**config.mk**
```make
export PLATFORM = sky130hd
export DESIGN_NAME = lsu_dbus_ctrl
export DESIGN_NICKNAME = d
export VERILOG_FILES = /design/src/rtl/lsu_dbus_ctrl_pkg.sv /design/src/rtl/lsu_store_align.sv /design/src/rtl/lsu_dbus_ctrl.sv
export SDC_FILE = /design/constraint.sdc
export NUM_CORES = 1
export LEC_CHECK = 0
export CORE_MARGIN = 4
export CORE_UTILIZATION = 47
export CTS_CLUSTER_SIZE = 40
export DETAILED_ROUTE_END_ITERATION = 12
export PLACE_DENSITY = 0.93
export SLEW_MARGIN = 20
export SYNTH_ARGS = -nofsm -noshare
export SYNTH_HDL_FRONTEND = slang
export SYNTH_HIERARCHICAL = 1
export SYNTH_SLANG_ARGS = --single-unit
```
**constraint.sdc**
```tcl
create_clock -name clk -period 17.1 [get_ports clk]
set_clock_uncertainty 0.05 [all_clocks]
set_input_delay 5.13 -clock clk [delete_from_list [all_inputs] [get_ports clk]]
set_output_delay 5.13 -clock clk [all_outputs]
set_load 0.02 [all_outputs]
```
**src/rtl/lsu_dbus_ctrl_pkg.sv**
```systemverilog
// ============================================================================
// Module  : lsu_dbus_ctrl_pkg
// Purpose : Shared LSU state encodings, load/store mask codes and trap causes.
// Rev     : 1.0  initial release
// ============================================================================
`default_nettype none

package lsu_dbus_ctrl_pkg;

   typedef enum logic [2:0] {
      LSU_IDLE  = 3'd0,
      LSU_REQ   = 3'd1,
      LSU_WAIT  = 3'd2,
      LSU_DONE  = 3'd3,
      LSU_DRAIN = 3'd4
   } lsu_state_t;

   // bit4 = sign-extend, bits[3:0] = access size
   localparam logic [4:0] LMASK_B  = 5'b10001;
   localparam logic [4:0] LMASK_H  = 5'b10011;
   localparam logic [4:0] LMASK_W  = 5'b11111;
   localparam logic [4:0] LMASK_BU = 5'b00001;
   localparam logic [4:0] LMASK_HU = 5'b00011;

   localparam logic [3:0] CAUSE_LOAD_MISALIGN  = 4'd4;
   localparam logic [3:0] CAUSE_LOAD_FAULT     = 4'd5;
   localparam logic [3:0] CAUSE_STORE_MISALIGN = 4'd6;
   localparam logic [3:0] CAUSE_STORE_FAULT    = 4'd7;

   // Any encoding other than byte or half is handled as a full word.
   function automatic logic [3:0] lsu_size(input logic [3:0] m);
      if (m == LMASK_BU[3:0])
         return 4'b0001;
      else if (m == LMASK_HU[3:0])
         return 4'b0011;
      else
         return 4'b1111;
   endfunction

endpackage

`default_nettype wire

```
**src/rtl/lsu_store_align.sv**
```systemverilog
// ============================================================================
// Module  : lsu_store_align
// Purpose : Byte-enable generation, store lane replication, misalign detect.
// Rev     : 1.0  initial release
// ============================================================================
`default_nettype none

module lsu_store_align
   import lsu_dbus_ctrl_pkg::*;
#(
   parameter int XLEN = 32
) (
   input  logic [1:0]      addr_low,
   input  logic [3:0]      size_mask,
   input  logic [XLEN-1:0] store_data,
   output logic [3:0]      be,
   output logic [XLEN-1:0] wdata,
   output logic            misaligned
);

   logic [3:0] size;

   always_comb begin
      size       = lsu_size(size_mask);
      be         = size << addr_low;
      wdata      = store_data;
      misaligned = 1'b0;
      case (size)
         4'b0001: wdata = {(XLEN/8){store_data[7:0]}};
         4'b0011: begin
            wdata      = {(XLEN/16){store_data[15:0]}};
            misaligned = addr_low[0];
         end
         default: misaligned = (addr_low != 2'b00);
      endcase
   end

endmodule

`default_nettype wire

```
**src/rtl/lsu_dbus_ctrl.sv**
```systemverilog
// ============================================================================
// Module  : lsu_dbus_ctrl
// Purpose : EX->MEM load/store controller driving a req/gnt/rvalid data bus.
// Rev     : 1.0  initial release
// ============================================================================
`default_nettype none

module lsu_dbus_ctrl
   import lsu_dbus_ctrl_pkg::*;
#(
   parameter int XLEN             = 32,
   parameter bit DISCARD_ON_FLUSH = 1'b1
) (
   input  logic            clk,
   input  logic            rst,
   input  logic            ex_valid,
   input  logic            ex_is_load,
   input  logic            ex_is_store,
   input  logic [XLEN-1:0] ex_ls_addr,
   input  logic [XLEN-1:0] ex_store_data,
   input  logic [4:0]      ex_ls_mask,
   input  logic            flush,
   input  logic            mem_ready,
   output logic            lsu_stall,
   output logic            dbus_req,
   output logic            dbus_we,
   output logic [XLEN-1:0] dbus_addr,
   output logic [3:0]      dbus_be,
   output logic [XLEN-1:0] dbus_wdata,
   input  logic            dbus_gnt,
   input  logic            dbus_rvalid,
   input  logic [XLEN-1:0] dbus_rdata,
   input  logic            dbus_err,
   output logic            lsu_res_valid,
   output logic [XLEN-1:0] mem_load_data_o,
   output logic [1:0]      mem_ls_addr_2low_o,
   output logic [4:0]      mem_l_mask_o,
   output logic            lsu_exp_flag,
   output logic [3:0]      lsu_exp_cause,
   output logic [XLEN-1:0] lsu_bad_addr
);

   lsu_state_t      state, state_nxt;
   logic            ls_op, misaligned, kill, accept, rsp_take, flush_pend;
   logic [3:0]      be_c;
   logic [XLEN-1:0] wdata_c;
   logic [XLEN-1:0] addr_q, wdata_q, rdata_q, bad_addr_q;
   logic [3:0]      be_q, cause_q;
   logic [4:0]      mask_q;
   logic            we_q, exp_q;

   assign ls_op = ex_valid && (ex_is_load || ex_is_store);
   // A granted request cannot be withdrawn, so a flush only decides whether
   // the eventual response is dropped.
   assign kill     = DISCARD_ON_FLUSH && flush;
   assign accept   = (state == LSU_IDLE) && ls_op && !flush;
   assign rsp_take = (state == LSU_WAIT) && dbus_rvalid && !kill;

   lsu_store_align #(.XLEN(XLEN)) u_align (
      .addr_low   (ex_ls_addr[1:0]),
      .size_mask  (ex_ls_mask[3:0]),
      .store_data (ex_store_data),
      .be         (be_c),
      .wdata      (wdata_c),
      .misaligned (misaligned)
   );

   always_ff @(posedge clk or posedge rst) begin
      if (rst)
         state <= LSU_IDLE;
      else
         state <= state_nxt;
   end

   always_comb begin
      state_nxt     = state;
      dbus_req      = 1'b0;
      lsu_res_valid = 1'b0;
      lsu_stall     = ls_op;
      case (state)
         LSU_IDLE: begin
            if (accept)
               state_nxt = misaligned ? LSU_DONE : LSU_REQ;
         end
         LSU_REQ: begin
            dbus_req  = 1'b1;
            lsu_stall = 1'b1;
            if (dbus_gnt)
               state_nxt = (kill || flush_pend) ? LSU_DRAIN : LSU_WAIT;
         end
         LSU_WAIT: begin
            lsu_stall = 1'b1;
            if (kill)
               state_nxt = dbus_rvalid ? LSU_IDLE : LSU_DRAIN;
            else if (dbus_rvalid)
               state_nxt = LSU_DONE;
         end
         LSU_DONE: begin
            lsu_res_valid = !flush;
            lsu_stall     = ls_op && !mem_ready;
            if (flush || mem_ready)
               state_nxt = LSU_IDLE;
         end
         LSU_DRAIN: begin
            lsu_stall = 1'b1;
            if (dbus_rvalid)
               state_nxt = LSU_IDLE;
         end
         default: state_nxt = LSU_IDLE;
      endcase
   end

   always_ff @(posedge clk or posedge rst) begin
      if (rst) begin
         addr_q     <= '0;
         wdata_q    <= '0;
         rdata_q    <= '0;
         bad_addr_q <= '0;
         be_q       <= '0;
         cause_q    <= '0;
         mask_q     <= '0;
         we_q       <= 1'b0;
         exp_q      <= 1'b0;
         flush_pend <= 1'b0;
      end else begin
         flush_pend <= (state == LSU_REQ && !dbus_gnt) ? (flush_pend || kill) : 1'b0;
         if (accept) begin
            addr_q     <= ex_ls_addr;
            mask_q     <= ex_ls_mask;
            rdata_q    <= '0;
            we_q       <= ex_is_store && !misaligned;
            be_q       <= misaligned ? 4'b0000 : be_c;
            wdata_q    <= (ex_is_store && !misaligned) ? wdata_c : '0;
            exp_q      <= misaligned;
            cause_q    <= !misaligned ? 4'd0 :
                          ex_is_store ? CAUSE_STORE_MISALIGN : CAUSE_LOAD_MISALIGN;
            bad_addr_q <= misaligned ? ex_ls_addr : '0;
         end else if (rsp_take) begin
            if (!we_q)
               rdata_q <= dbus_rdata;
            if (dbus_err) begin
               exp_q      <= 1'b1;
               cause_q    <= we_q ? CAUSE_STORE_FAULT : CAUSE_LOAD_FAULT;
               bad_addr_q <= addr_q;
            end
         end
      end
   end

   assign dbus_we            = we_q;
   assign dbus_addr          = {addr_q[XLEN-1:2], 2'b00};
   assign dbus_be            = be_q;
   assign dbus_wdata         = wdata_q;
   assign mem_load_data_o    = rdata_q;
   assign mem_ls_addr_2low_o = addr_q[1:0];
   assign mem_l_mask_o       = mask_q;
   assign lsu_exp_flag       = exp_q;
   assign lsu_exp_cause      = cause_q;
   assign lsu_bad_addr       = bad_addr_q;

endmodule

`default_nettype wire
```
==> summary.md, run 1 <==
| Metric | Value |
|---|---|
| Period utilization | `69.8%` |
| Commonest non-fill, non-tap cells in the layout | `clkdlybuf4s50_1 (255), dfrtp_1 (145), o21ai_0 (41)` |
| Layout area overhead | `47.2%` |
| First-pass GRT wire length | `29.0 mm` |
| HPWL after DPL | `12.9 mm` |
| FFs w/ async S/R, synth | `100%` |
| Worst min path class | `flip-flop to flip-flop` |
| Post-route design area | `9710 um^2` |
| Final design utilization | `70.2%` |
| Number of global-route vias before repair | `5434` |
| R2R setup slack | `13.89 ns` |
| Fmax | `83.8 MHz` |
| Final setup TNS | `0 ns` |
| ANT nets after route | `0` |
| Initial Utilization | `47.7%` |
| Total chip power | `1800 uW` |
| Antenna Cells | `0` |
| Status | `finished clean` |
| Required @ worst endpoint | `11.92 ns` |
| DP Area | `9130 um^2` |
| Leakage dissipation | `0.00436 uW` |
| #FFs+latches synth | `145` |
| Most numerous cell on the critical path | `clkdlybuf4s50_1` |
| Synth warnings | `6` |
| Full die area | `16000 um^2` |
| Vias per cell | `5.41` |
| Area of the core | `13800 um^2` |
| Hold depth | `2` |
| Mapped Area | `6600 um^2` |
| Setup bufs post-CTS | `0` |
| # hold bufs at CTS | `0` |
| Global route overflow | `0` |
| Routed WL | `18.5 mm` |
| Final setup fails | `0` |
| Io pins | `259` |
| CTS tree | `built` |
| Wirelength per Cell | `18.5 um` |
| Min-delay src | `dbus_be[2]` |
| Crit start category | `primary input` |
| DR vias | `5383` |
| GP Congestion | `0.832` |
| Row count | `43` |
| Final nets | `913` |
| R2r endpoint | `mem_l_mask_o[2]` |
| WHS Endpoint | `dbus_be[2]` |
| Root Buffer | `clkbuf_16` |
| Syn Area/Cell | `11.5 um^2` |
| Seq/Total Area, Yosys | `55.0%` |
| Pwr dens | `186 nW/um^2` |
| MaxCap Viol Count | `0` |
| Library cells used by synthesis | `41` |
| Clock sink count | `145` |
| Die width | `126 um` |
| Post-synth EDFFs | `0` |
| RSZ-0062 raised after global routing | `no` |
| Fin crit period | `11.94 ns` |
| Clk_lat worst skew | `0.41 ns` |
| Clock transition at path regs | `0.06 ns` |
| Post-CTS sizing | `0` |
| Setup Crit Path Kind | `primary input to primary output` |
| DRT Pass-1 Iters | `4` |
| # H-tree levels | `4` |
| GRT Util Overall | `22.8%` |
| R2R cell count | `5` |
| Worst R2R Start | `state[1]` |
| Slew headroom | `49.1%` |
| Final Slew Violations | `0` |
| # DRC | `0` |
| VDD IR max | `0.0897 mV` |
| Worst Setup End Kind | `primary output` |
| Largest net degree at the start of global routing | `82` |
| Num CTS Buffers | `17` |
| Post-synth top flop | `dfrtp_1` |
| Port Buffers | `255` |
| Layout fillers | `952` |
| Final Hold Vio Count | `0` |
| Initial antenna violation count | `0` |
| Slowest CP cell | `clkdlybuf4s50_1` |
| Ratio of cells with drive above 1 in the final layout | `14.4%` |
| Syn Inst Count | `574` |
| Die Y | `126 um` |
| Max Fanout on Critical Path | `5` |
| Commonest non-fill, non-tap cell in the layout | `clkdlybuf4s50_1` |
| Clk buf depth | `2` |
| Worst slew pin tran | `0.760 ns` |
| Arrival time worst endpoint | `6.76 ns` |
| CP peak stage delay | `0.63 ns` |
| Initial DRC Count | `366` |
| Critical-path cell list | `clkdlybuf4s50_1 -> o21a_1 -> a21oi_1 -> a41oi_1 -> clkdlybuf4s50_1` |
layout make-up:
type / count / area (um^2) / area share (%)
clock buffers: 18 / 429 / 4.42
inverters: 40 / 155 / 1.60
flip-flops and latches: 145 / 3630 / 37.4
multi-input cells: 334 / 2510 / 25.9
repair buffers: 264 / 2620 / 27.0
well taps: 180 / 225 / 2.32
clock inverters: 14 / 133 / 1.37
worst max-delay path: cells and delay by family:
family          cells  cell delay [ns]
compound gates      3             0.46
buf+inv             2             1.16
layer usage:
metal / track usage [%] / share of wire (%) / vias up / wire length, um
met2: 37.1 / 49 / 221 / 9000
met4: 8.90 / 2.7 / 0 / 507
met5: 0 / 0 / - / 0
met1: 28.6 / 40 / 2650 / 7360
met3: 7.28 / 8.6 / 33 / 1580
li1: - / - / 2479 / -
registers in the layout, indices dropped and copies added (netlist names):
signal           cells
dbus_be              4
addr_q              32
flush_pend           1
state                3
dbus_we              1
dbus_wdata          32
mem_load_data_o     32
lsu_exp_cause        3
mem_l_mask_o         5
lsu_bad_addr        32
power by group:
group	switching [uW]	total (uW)	internal, uW	leakage, uW
sequential	110	604	494	0.00186
combinational	417	849	432	0.00223
clock	150	352	202	0.000267
total	676	1800	1130	0.00436
worst max path at each step:
| stage | slack (ns) | start | depth (start not counted) | endpoint |
|---|---|---|---|---|
| after floorplan | 6.21 | ex_is_store | 3 | lsu_stall |
| after global placement | 5.17 | ex_is_store | 5 | lsu_stall |
| after detailed placement | 5.15 | ex_is_store | 5 | lsu_stall |
| after CTS | 5.15 | ex_is_store | 5 | lsu_stall |
| after global routing | 5.07 | ex_is_store | 5 | lsu_stall |
| final | 5.16 | ex_is_store | 5 | lsu_stall |
stage by stage:
step                      hold slack [ns]  instances  worst slack (ns)
after floorplan                     0.490        576              6.21
after detailed placement            0.425        963              5.15
after global routing                0.451        995              5.07
after global placement              0.411        963              5.17
after CTS                           0.439        995              5.15
final                               0.435        995              5.16
cell usage after synthesis (3+ instances only):
master	n	area share, %
a21oi_1	12	0.91
a22o_1	32	4.2
a22oi_1	36	4.1
buf_1	3	0.17
buf_2	17	1.3
buf_4	17	1.9
buf_6	5	0.85
clkbuf_1	15	0.85
dfrtp_1	145	55
inv_1	40	2.3
mux2_2	38	6.5
mux2_4	31	7.1
nand2_1	39	2.2
nand2b_1	5	0.47
nand3_1	32	2.4
nor2_1	7	0.40
o21ai_0	41	3.1
o21ai_1	30	2.3
cells by family after synthesis:
group | Yosys count | synth area share [%]
AOI/OAI and AO/OA | 162 | 16.0
DFF | 145 | 55.0
and+or+nand+nor | 98 | 7.70
buffers and inverters | 97 | 7.38
muxes | 71 | 13.8
other | 1 | 0.0569
No activity file was read; power rests on OpenSTA's default activity.
==> run 2, diff against run 1 <==
--- a/config.mk
+++ b/config.mk
@@ -6,10 +6,10 @@
 export NUM_CORES = 1
 export LEC_CHECK = 0
 export CORE_MARGIN = 4
-export CORE_UTILIZATION = 47
+export CORE_UTILIZATION = 44
 export CTS_CLUSTER_SIZE = 40
 export DETAILED_ROUTE_END_ITERATION = 12
-export PLACE_DENSITY = 0.93
+export PLACE_DENSITY = 0.89
 export SLEW_MARGIN = 20
 export SYNTH_ARGS = -nofsm -noshare
 export SYNTH_HDL_FRONTEND = slang
==> constraint.sdc (replaced) <==
create_clock -name clk -period 11.1 [get_ports clk]
set_clock_uncertainty 0.05 [all_clocks]
set_input_delay 3.33 -clock clk [delete_from_list [all_inputs] [get_ports clk]]
set_output_delay 3.33 -clock clk [all_outputs]
set_load 0.02 [all_outputs]
==> run 2 against run 1 <==
  * Sequential power up 54%
  * Power grew 55%
  * Critical path depth is the same
  * Largest cell class unchanged
  * Worst hold slack got worse by 0.0053 ns
  * Sequential cell count unchanged
  * Critical endpoint unchanged
  * Global-route usage down 1.2 points
==> summary.md, run 2 (synthesized netlist as in run 1, its figures left out) <==
| Metric | Value |
|---|---|
| Layout area overhead | `47.4%` |
| Multi-input logic area | `2510 um^2` |
| Period utilization | `75.2%` |
| Worst Setup End Kind | `primary output` |
| Final setup fails | `0` |
| Setup ws final | `2.76 ns` |
| Initial antenna violation count | `0` |
| Pwr dens | `288 nW/um^2` |
| Clk buf depth | `2` |
| Final hold slack | `0.429 ns` |
| Min-delay src | `dbus_be[2]` |
| Clock transition at path regs | `0.06 ns` |
| Port Buffers | `255` |
| Ratio of cells with drive above 1 in the final layout | `14.2%` |
| DR vias | `5246` |
| # H-tree levels | `4` |
| # DRC | `0` |
| R2r endpoint | `mem_l_mask_o[1]` |
| Worst slew pin tran | `0.993 ns` |
| Final Slew Violations | `0` |
| Crit start category | `primary input` |
| Full die area | `17000 um^2` |
| Root Buffer | `clkbuf_16` |
| Inst Count DP | `965` |
| Num CTS Buffers | `17` |
| Commonest non-fill, non-tap cell in the layout | `clkdlybuf4s50_1` |
| R2R cell count | `4` |
| HPWL after DPL | `12.5 mm` |
| Status | `finished clean` |
| Reg power frac | `33.2%` |
| ANT nets after route | `0` |
| GRT Util Overall | `21.6%` |
| Io pins | `259` |
| Combinational fraction of design power | `46.6%` |
| Vias per cell | `5.27` |
| Clock share of power | `20.2%` |
| GP Congestion | `0.796` |
| Post-place setup slack | `2.76 ns` |
| Switching share of power | `36.8%` |
| Arrival time worst endpoint | `4.96 ns` |
| Layout fillers | `1094` |
| DP Area | `9120 um^2` |
| Worst R2R Start | `state[1]` |
| P_int | `1770 uW` |
| Clk_lat worst skew | `0.42 ns` |
| Max Fanout on Critical Path | `5` |
| Slew headroom | `33.8%` |
| Post-route design area | `9720 um^2` |
| R2R setup slack | `8.10 ns` |
| P_sw | `1030 uW` |
| Wirelength per Cell | `18.4 um` |
| Global route overflow | `0` |
| Largest net degree at the start of global routing | `77` |
| RSZ-0062 raised after global routing | `no` |
| CTS tree | `built` |
| Row count | `44` |
| Final nets | `911` |
| Die Y | `130 um` |
| Routed WL | `18.3 mm` |
| Area of the core | `14600 um^2` |
| Post-CTS sizing | `0` |
| Final Hold Vio Count | `0` |
| Hold depth | `2` |
| VDD IR max | `0.165 mV` |
| Seq. cell area | `3630 um^2` |
| Setup Crit Path Kind | `primary input to primary output` |
| DRT Pass-1 Iters | `5` |
| Fin crit period | `8.34 ns` |
| Initial Utilization | `45.2%` |
| Clock sink count | `145` |
| Commonest non-fill, non-tap cells in the layout | `clkdlybuf4s50_1 (255), dfrtp_1 (145), o21ai_0 (41)` |
| First-pass GRT wire length | `28.3 mm` |
| Non-filler instance count after layout | `996` |
| Fmax | `120 MHz` |
| # hold bufs at CTS | `0` |
| Die width | `130 um` |
| Antenna Cells | `0` |
| Required @ worst endpoint | `7.72 ns` |
| Setup bufs post-CTS | `0` |
| Worst min path class | `flip-flop to flip-flop` |
| Leakage dissipation | `0.00436 uW` |
| Number of global-route vias before repair | `5343` |
| Final setup TNS | `0 ns` |
| Initial DRC Count | `231` |
| MaxCap Viol Count | `0` |
| WHS Endpoint | `dbus_be[2]` |
[run 2: cell types whose count changed in the layout (fill, tap and decap cells not counted), sizes merged]
cell and delta:
buf -2, bufinv +1, clkbuf +1, clkinv -4
clkinvlp +2, inv -1
[run 2: worst max-delay path, stage by stage]
cell	delay (ns)
clkdlybuf4s50_1	0.54
o21a_1	0.24
a21oi_1	0.06
a41oi_1	0.16
clkdlybuf4s50_1	0.63
[run 2: cell type report]
type	count	share of cell area, %
flip-flops and latches	145	37.3
repair buffers	262	26.8
multi-input cells	334	25.9
clock buffers	19	4.66
well taps	184	2.37
inverters	40	1.60
clock inverters	12	1.38
[run 2: layer usage]
layer	vias to the layer above	track usage [%]	share of wire (%)
li1	2473	-	-
met4	0	6.72	1.6
met3	24	8.41	9.1
met1	2542	25.4	39
met5	-	0	0
met2	207	36.7	51
[run 2: power groups by stage]
| stage | clock, uW | combinational, uW | sequential (uW) |
|---|---|---|---|
| 2_1_floorplan | 0 | 442 | 1180 |
| 3_3_place_gp | 0 | 1280 | 920 |
| 3_5_place_dp | 0 | 1310 | 932 |
| 4_1_cts | 578 | 1320 | 931 |
| 5_1_grt | 601 | 1400 | 963 |
| 6_report | 566 | 1300 | 929 |
[run 2: how the worst max path moves through the flow]
stage	startpoint	to	slack, ns	depth (start not counted)
after CTS	ex_is_store	lsu_stall	2.75	5
after detailed placement	ex_is_store	lsu_stall	2.76	5
after global routing	ex_is_store	lsu_stall	2.67	5
final	ex_is_store	lsu_stall	2.76	5
after global placement	ex_is_store	lsu_stall	2.77	5
after floorplan	ex_is_store	lsu_stall	3.81	3
[run 2: stage by stage]
step	util (%)	power [uW]
2_1_floorplan	-	1620
3_3_place_gp	62.5	2200
3_5_place_dp	62.5	2240
4_1_cts	66.6	2830
5_1_grt	66.6	2960
6_report	66.6	2800
